===== src/rtl/ibex_rf_access_ctrl.sv =====
// ibex_rf_access_ctrl: muxes core writeback with a halted-only external GPR access port, tracking write settle time.
// Define IBEX_RF_ACC_FWD_EN to forward unsettled write data to external reads instead of stalling them.
module ibex_rf_access_ctrl #(
    parameter int unsigned DataWidth    = 32,
    parameter bit          RV32E        = 1'b0,
    parameter int unsigned SettleCycles = 2
) (
    input  logic                 clk_i,
    input  logic                 rst_i,
    input  logic                 core_halted_i,
    input  logic                 core_we_i,
    input  logic [4:0]           core_waddr_i,
    input  logic [DataWidth-1:0] core_wdata_i,
    input  logic [4:0]           core_raddr_a_i,
    input  logic                 ext_req_i,
    input  logic                 ext_we_i,
    input  logic [4:0]           ext_addr_i,
    input  logic [DataWidth-1:0] ext_wdata_i,
    output logic                 ext_gnt_o,
    output logic                 ext_rvalid_o,
    output logic [DataWidth-1:0] ext_rdata_o,
    output logic                 ext_err_o,
    output logic [4:0]           rf_raddr_a_o,
    input  logic [DataWidth-1:0] rf_rdata_a_i,
    output logic [4:0]           rf_waddr_a_o,
    output logic [DataWidth-1:0] rf_wdata_a_o,
    output logic                 rf_we_a_o,
    input  logic                 rf_err_i
);
    localparam int unsigned CntW = (SettleCycles > 1) ? $clog2(SettleCycles) : 1;

    typedef enum logic [2:0] {IDLE, RD, WR, SETTLE, RESP} state_e;

    state_e               state_q, state_d;
    logic [CntW-1:0]      cnt_q, cnt_d;
    logic [4:0]           addr_q, addr_d, last_q, last_d;
    logic [DataWidth-1:0] wdata_q, wdata_d, rdata_q, rdata_d;
    logic                 err_q, err_d;
    logic                 hazard, stall, addr_err, rf_write;
    logic                 fwd_q, fwd_d;
`ifdef IBEX_RF_ACC_FWD_EN
    logic [DataWidth-1:0] fwd_data_q, fwd_data_d;
`endif

    always_comb begin
        addr_err     = RV32E && ext_addr_i[4];
        hazard       = (cnt_q != '0) && (ext_addr_i == last_q);
`ifdef IBEX_RF_ACC_FWD_EN
        stall        = 1'b0;
`else
        stall        = hazard;
`endif
        ext_gnt_o    = ext_req_i && core_halted_i && (state_q == IDLE) && !core_we_i && !stall;
        // x0 writes complete the handshake but never strobe the RF
        rf_we_a_o    = (state_q == WR) ? (addr_q != 5'd0) : core_we_i;
        rf_waddr_a_o = (state_q == WR) ? addr_q : core_waddr_i;
        rf_wdata_a_o = (state_q == WR) ? wdata_q : core_wdata_i;
        rf_raddr_a_o = (state_q == RD && !fwd_q) ? addr_q : core_raddr_a_i;
        ext_rvalid_o = (state_q == RESP);
        ext_rdata_o  = ext_rvalid_o ? rdata_q : '0;
        ext_err_o    = ext_rvalid_o && err_q;
        rf_write     = (state_q == WR) || core_we_i;
    end

    always_comb begin
        state_d = state_q;
        addr_d  = addr_q;
        wdata_d = wdata_q;
        rdata_d = rdata_q;
        fwd_d   = fwd_q;
        err_d   = err_q || (rf_err_i && (state_q == RD || state_q == WR || state_q == SETTLE))
                        || (core_we_i && state_q == WR);
        cnt_d   = (cnt_q != '0) ? cnt_q - 1'b1 : cnt_q;
        last_d  = last_q;
`ifdef IBEX_RF_ACC_FWD_EN
        fwd_data_d = fwd_data_q;
        if (rf_write) fwd_data_d = rf_wdata_a_o;
`endif
        // Every RF write (external or core) restarts the settle window for its address
        if (rf_write) begin
            cnt_d  = CntW'(SettleCycles - 1);
            last_d = rf_waddr_a_o;
        end
        case (state_q)
            IDLE: if (ext_gnt_o) begin
                addr_d  = ext_addr_i;
                wdata_d = ext_wdata_i;
                rdata_d = '0;
                err_d   = addr_err;
                fwd_d   = hazard;
                state_d = addr_err ? RESP : (ext_we_i ? WR : RD);
            end
            RD: begin
`ifdef IBEX_RF_ACC_FWD_EN
                rdata_d = fwd_q ? fwd_data_q : rf_rdata_a_i;
`else
                rdata_d = rf_rdata_a_i;
`endif
                state_d = RESP;
            end
            WR:      state_d = SETTLE;
            SETTLE:  state_d = (cnt_q == '0) ? RESP : SETTLE;
            default: state_d = IDLE;
        endcase
    end

    always_ff @(posedge clk_i or posedge rst_i) begin
        if (rst_i) begin
            state_q <= IDLE;
            cnt_q   <= '0;
            addr_q  <= '0;
            last_q  <= '0;
            wdata_q <= '0;
            rdata_q <= '0;
            err_q   <= 1'b0;
            fwd_q   <= 1'b0;
`ifdef IBEX_RF_ACC_FWD_EN
            fwd_data_q <= '0;
`endif
        end else begin
            state_q <= state_d;
            cnt_q   <= cnt_d;
            addr_q  <= addr_d;
            last_q  <= last_d;
            wdata_q <= wdata_d;
            rdata_q <= rdata_d;
            err_q   <= err_d;
            fwd_q   <= fwd_d;
`ifdef IBEX_RF_ACC_FWD_EN
            fwd_data_q <= fwd_data_d;
`endif
        end
    end
endmodule


===== config.mk =====
export PLATFORM = sky130hd
export DESIGN_NAME = ibex_rf_access_ctrl
export DESIGN_NICKNAME = d
export VERILOG_FILES = /design/src/rtl/ibex_rf_access_ctrl.sv
export SDC_FILE = /design/constraint.sdc
export NUM_CORES = 1
export LEC_CHECK = 0
export CAP_MARGIN = 30
export CORE_AREA = 2 2 108 110
export DETAILED_ROUTE_END_ITERATION = 8
export DIE_AREA = 0 0 110 112
export HOLD_SLACK_MARGIN = 0.03
export PLACE_DENSITY = 0.79
export SYNTH_ARGS = -nofsm -noshare
export SYNTH_HDL_FRONTEND = slang
export SYNTH_SLANG_ARGS = --single-unit
export TNS_END_PERCENT = 20

===== constraint.sdc =====
create_clock -name clk_i -period 4.7 [get_ports clk_i]
set_clock_uncertainty 0.1 [all_clocks]
set_input_delay 0.94 -clock clk_i [delete_from_list [all_inputs] [get_ports clk_i]]
set_output_delay 0.94 -clock clk_i [all_outputs]
set_load 0.05 [all_outputs]

==> results.sh, run 1 <==
export IMPL_combPwrFrac_pct=48.2
export IMPL_post_cts_buffers=0
export IMPL_antenna_found_initial=0
export IMPL_drt_total_wl_um=10350
export IMPL_tns_ns=0
export IMPL_worst_pin_slew_ns=0.8989
export IMPL_die_x_um=110
export IMPL_grt_pass1_vias=3351
export IMPL_slowest_stage="clkdlybuf4s50_1"
export IMPL_finalNonFillerCells=625
export IMPL_cts_inserted_buffers=9
export IMPL_place_congestion=0.7617
export IMPL_switching_share_pct=38.94
export IMPL_ctsHoldBuffers=0
export IMPL_crit_required_ns=3.66
export IMPL_clock_sinks=80
export IMPL_synth_top_area_share_pct=52.63
export IMPL_yosys_register_bits=80
export IMPL_clk_latency_ns=0.33
export IMPL_io_pins=196
export IMPL_clk_pin_slew_ns=0.06
export IMPL_syn_area_per_cell_um2=13.25
export IMPL_dpl_cell_count=609
export IMPL_grt_pass1_wl_um=16270
export IMPL_detail_route_antenna_nets=0
export IMPL_synth_main_ff_cell="dfrtp_1"
export IMPL_cts_root_buf="clkbuf_16"
export IMPL_clk_path_buf_depth=2
export IMPL_fp_row_count=39
export IMPL_syn_area_um2=3804
export IMPL_setup_slack_ns=0.6986
export IMPL_fmax_ghz=0.2499
export IMPL_power_switching_w=0.001486
export IMPL_nets=595
export IMPL_maxSlewViolCount=0
export IMPL_route_detailed_drc=0
export IMPL_p_int_w=0.002331
export IMPL_htree_levels=3
export IMPL_drtPass1Iterations=4
export IMPL_ir_drop_mv=0.3551
export IMPL_path_max_fanout=39
export IMPL_setup_viol=0
export IMPL_post_route_period_util_pct=85.14
export IMPL_max_stage_delay_ns=0.82
export IMPL_power_frac_seq_pct=32.0
export IMPL_cp_cell_sequence="nor2b_1 > and2_4 > or2_1 > o21a_1 > clkdlybuf4s50_1"
export IMPL_die_area_um2=12320
export IMPL_synth_area_leader_cell="dfrtp_1"
export IMPL_synth_edf_count=0
export IMPL_cts_resized_gates=0
export IMPL_dp_slack_ns=0.9277
export IMPL_final_common_cell="clkdlybuf4s50_1"
export IMPL_n_fill_cell=965
export IMPL_leakage_nw=2.693
export IMPL_dp_final_hpwl_um=7517
export IMPL_wl_per_cell_um=16.56
export IMPL_synth_async_reset_ratio_pct=100.0
export IMPL_fin_crit_ns=4.001
export IMPL_initial_core_util_pct=34.04
export IMPL_syn_nets=405
export IMPL_track_usage_pct=17.02
export IMPL_layout_common_cells="194 x clkdlybuf4s50_1, 80 x dfrtp_1, 79 x mux2_2, 33 x and3_1, 32 x a22o_1"
export IMPL_avgViaCountPerCell=4.957
export IMPL_slew_headroom_pct=40.07
export IMPL_clkPwrFrac_pct=19.8
export IMPL_power_density_nw_per_um2=614.0
export IMPL_design_area_um2=6216
export IMPL_synthTopCellsByArea="dfrtp_1 53%, mux2_2 23%, a22o_1 7.4%"
export IMPL_vias=3098
export IMPL_r2r_slack_ns=2.46
export IMPL_maxCapViolCount=0
export IMPL_die_h_um=112
export IMPL_antennaDiodeCount=0
export IMPL_drt_iter0_drc=215
export IMPL_status="completed"
export IMPL_yosysUniqueCellTypes=31
export IMPL_worstSetupPathType="register to output port"
export IMPL_core_area_um2=11170
export IMPL_grt_setup_unrepaired="no"
export IMPL_postPlaceCellArea_um2=5884
export IMPL_startpoint_type="register"
export IMPL_hold_path_class="register to register"
export IMPL_seq_area_frac_synth_pct=52.63
export IMPL_gr_total_overflow=0
export IMPL_ys_warnings_count=0
export IMPL_port_buffers=195
export IMPL_cp_end_kind="output port"
export IMPL_critPathArrivalTime_ns=2.96
export IMPL_tritoncts="built"
export IMPL_grt_start_max_net_pins=52
export IMPL_syn_to_final_growth_pct=63.42
export IMPL_layout_drive_gt1_share_pct=23.44
export IMPL_synthCells=287
export IMPL_worst_hold_slack_ns=0.3856
export IMPL_hold_viol_final=0
## sequential cells by signal (all words and copies together) (netlist names)
register / count
rdata_q: 32
state_q: 3
wdata_q: 32
fwd_q: 1
cnt_q: 1
err_q: 1
addr_q: 5
last_q: 5
## power groups by stage
stage	clock network, W	logic (W)	registers (W)
2_1_floorplan	0	0.00133	0.00117
3_3_place_gp	0	0.00180	0.00121
3_5_place_dp	0	0.00185	0.00123
4_1_cts	0.000778	0.00186	0.00122
5_1_grt	0.000807	0.00195	0.00127
6_report	0.000754	0.00184	0.00122
## through the flow
stage | utilization, % | total power (W)
6_report | 55.63 | 0.003817
2_1_floorplan | - | 0.002497
5_1_grt | 55.63 | 0.004025
4_1_cts | 55.63 | 0.003859
3_5_place_dp | 52.66 | 0.003074
3_3_place_gp | 52.52 | 0.003008
## cell type report
cell class | instances | area, µm² | share of cell area (%)
Inverter | 4 | 16.27 | 0.2617
Tap cell | 143 | 178.9 | 2.878
Timing Repair Buffer | 201 | 2002 | 32.21
Multi-Input combinational cell | 181 | 1685 | 27.11
Clock inverter | 6 | 92.59 | 1.490
Clock buffer | 10 | 239.0 | 3.845
Sequential cell | 80 | 2002 | 32.21
## Yosys cell counts, drive strengths merged, types with 2 or more instances
cell    count
mux2       84
dfrtp      80
and3       33
a22o       32
buf        14
clkbuf      8
xnor2       5
inv         4
o21ai       4
and2        3
nand2       3
nor4        3
nor2        2
nor3        2
o21a        2
## per-layer routing
layer / global-route usage (%) / part of all wire, % / vias up
met5: 0 / 0 / -
li1: - / - / 1440
met1: 20.11 / 39 / 1524
met4: 6.414 / 1.6 / 0
met2: 29.53 / 52 / 123
met3: 4.040 / 7.7 / 11
## path summary, 6_finish.rpt
kind	startpoint	to	depth (start not counted)
max in group asynchronous	rst_i	rdata_q[19]	3
hold reg to reg	err_q	err_q	1
setup / recovery	state_q[1]	rf_we_a_o	5
setup reg to reg	state_q[1]	last_q[3]	4
hold / removal	err_q	err_q	1
min in group asynchronous	rst_i	wdata_q[17]	2
## critical path, delay by kind of cell (launching register included)
| family | cells | cell delay, ns |
|---|---|---|
| simple gates | 3 | 1.13 |
| compound gates | 1 | 0.17 |
| buf+inv | 1 | 0.82 |
| flops | 1 | 0.52 |
## logic make-up (layout without fill, tap and decap cells)
family / Yosys count / count (layout) / synth area share, %
multiplexers: 84 / 84 / 25.26
AND/OR/NAND/NOR: 51 / 51 / 8.520
buffers and inverters: 26 / 221 / 3.388
flip-flops: 80 / 80 / 52.63
AO/OA/AOI/OAI: 41 / 41 / 9.046
XOR/XNOR: 5 / 5 / 1.151
No activity file was read; power rests on OpenSTA's default activity.
==> run 2: changes to the inputs <==
--- a/config.mk
+++ b/config.mk
@@ -6,11 +6,11 @@
 export NUM_CORES = 1
 export LEC_CHECK = 0
 export CAP_MARGIN = 30
-export CORE_AREA = 2 2 108 110
+export CORE_AREA = 2 2 98 100
 export DETAILED_ROUTE_END_ITERATION = 8
-export DIE_AREA = 0 0 110 112
+export DIE_AREA = 0 0 100 102
 export HOLD_SLACK_MARGIN = 0.03
-export PLACE_DENSITY = 0.79
+export PLACE_DENSITY = 0.92
 export SYNTH_ARGS = -nofsm -noshare
 export SYNTH_HDL_FRONTEND = slang
 export SYNTH_SLANG_ARGS = --single-unit
==> run 2 against run 1 <==
Die area fell by 17%; cell count decreased by 5.1%; via count is 1.6% lower; power decreased by 7.0%; critical endpoint is now ext_gnt_o; highest routed layer unchanged.
==> results.sh, run 2 (synthesis gave the netlist of run 1 again) <==
export IMPL_status="completed"
export IMPL_maxSlewViolCount=0
export IMPL_post_cts_buffers=0
export IMPL_leakage_nw=2.633
export IMPL_cp_end_kind="output port"
export IMPL_antennaDiodeCount=0
export IMPL_dpl_cell_count=578
export IMPL_grt_start_max_net_pins=44
export IMPL_die_h_um=102
export IMPL_gr_total_overflow=0
export IMPL_setup_viol=0
export IMPL_worstSetupPathType="input port to output port"
export IMPL_drt_iter0_drc=109
export IMPL_busiest_layer="met2"
export IMPL_cts_resized_gates=0
export IMPL_slew_headroom_pct=63.65
export IMPL_tritoncts="built"
export IMPL_hold_viol_final=0
export IMPL_tns_ns=0
export IMPL_fp_row_count=35
export IMPL_nets=596
export IMPL_startpoint_type="input port"
export IMPL_port_buffers=195
export IMPL_clk_latency_ns=0.33
export IMPL_worst_pin_slew_ns=0.5436
export IMPL_maxCapViolCount=0
export IMPL_r2r_slack_ns=2.50
export IMPL_post_route_period_util_pct=87.27
export IMPL_path_max_fanout=3
export IMPL_fin_crit_ns=4.102
export IMPL_grt_pass1_wl_um=15850
export IMPL_layout_common_cells="195 x clkdlybuf4s50_1, 80 x dfrtp_1, 79 x mux2_2, 33 x and3_1, 32 x a22o_1"
export IMPL_use_met3_pct=3.625
export IMPL_hold_path_class="register to register"
export IMPL_avgViaCountPerCell=5.138
export IMPL_htree_levels=3
export IMPL_dp_final_hpwl_um=7845
export IMPL_clock_sinks=80
export IMPL_syn_to_final_growth_pct=59.18
export IMPL_track_usage_pct=19.93
export IMPL_initial_core_util_pct=41.76
export IMPL_reg_largest_list="rdata_q x32, wdata_q x32"
export IMPL_worst_hold_slack_ns=0.3898
export IMPL_grt_setup_unrepaired="no"
export IMPL_io_pins=196
export IMPL_layout_drive_gt1_share_pct=23.24
export IMPL_route_detailed_drc=0
export IMPL_met2_usage_pct=36.59
export IMPL_n_fill_cell=706
export IMPL_die_x_um=100
export IMPL_reg2reg_from="state_q[1]"
export IMPL_ctsHoldBuffers=0
export IMPL_grt_pass1_vias=3266
export IMPL_ir_drop_mv=0.3340
export IMPL_power_density_nw_per_um2=586.6
export IMPL_min_from="err_q"
export IMPL_cts_root_buf="clkbuf_8"
export IMPL_drtPass1Iterations=4
export IMPL_crit_start="core_we_i"
export IMPL_clk_pin_slew_ns=0.07
export IMPL_core_area_um2=9109
export IMPL_drt_total_wl_um=10270
export IMPL_fmax_ghz=0.2438
export IMPL_detail_route_antenna_nets=0
export IMPL_antenna_found_initial=0
export IMPL_vias=3047
export IMPL_critPathArrivalTime_ns=3.06
export IMPL_place_congestion=0.7714
export IMPL_grt_util_met1_pct=23.49
export IMPL_final_common_cell="clkdlybuf4s50_1"
export IMPL_die_area_um2=10200
export IMPL_finalNonFillerCells=593
export IMPL_wl_per_cell_um=17.33
export IMPL_crit_required_ns=3.66
export IMPL_cts_inserted_buffers=9
export IMPL_clk_path_buf_depth=2
==> run 2: cell count changes in the layout (fill, tap and decap cells not counted), sizes merged <==
cell	delta
bufinv	-1
clkdlybuf4s50	+1
clkinv	-1
clkinvlp	+1
==> run 2: final cells by class <==
type | count | area, µm² | share of cell area, %
repair buffers | 202 | 2017 | 33.31
flip-flops and latches | 80 | 2002 | 33.06
multi-input cells | 181 | 1685 | 27.84
well taps | 111 | 138.9 | 2.294
clock buffers | 10 | 137.6 | 2.273
clock inverters | 5 | 57.56 | 0.9506
inverters | 4 | 16.27 | 0.2687
==> run 2: worst max-delay path, cell delays in order <==
cell and delay, ns:
clkdlybuf4s50_1 0.46, nand3b_1 0.23, nor4_1 0.41, o21ai_4 0.12
inv_1 0.07, clkdlybuf4s50_1 0.83
==> run 2: metal layers <==
metal | vias to the layer above | wire length [µm]
met5 | - | 0
met4 | 0 | 189
met3 | 15 | 539
met2 | 119 | 5437
met1 | 1473 | 4107
li1 | 1440 | -
==> run 2: per-stage QoR <==
stage | power [W] | worst slack, ns | cell area, µm² | util (%)
global placement | 0.003008 | 0.6322 | 5839 | 64.11
detailed placement | 0.003077 | 0.5957 | 5859 | 64.33
global route | 0.003742 | 0.4703 | 6055 | 66.47
finish | 0.003551 | 0.5983 | 6055 | 66.47
CTS | 0.003586 | 0.5881 | 6055 | 66.47
floorplan | 0.002497 | 1.608 | 3804 | -
==> run 2: power by group <==
| group | internal (W) | total, W | switching, W |
|---|---|---|---|
| logic | 0.000814 | 0.00183 | 0.00101 |
| registers | 0.00103 | 0.00123 | 0.000202 |
| clock network | 0.000256 | 0.000491 | 0.000235 |
| total | 0.00210 | 0.00355 | 0.00145 |
==> run 2: path summary, 6_finish.rpt <==
path / endpoint / cells past startpoint
max in group asynchronous: fwd_q / 4
min in group asynchronous: wdata_q[21] / 2
hold / removal: err_q / 1
setup reg to reg: last_q[1] / 4
setup / recovery: ext_gnt_o / 6
hold reg to reg: err_q / 1
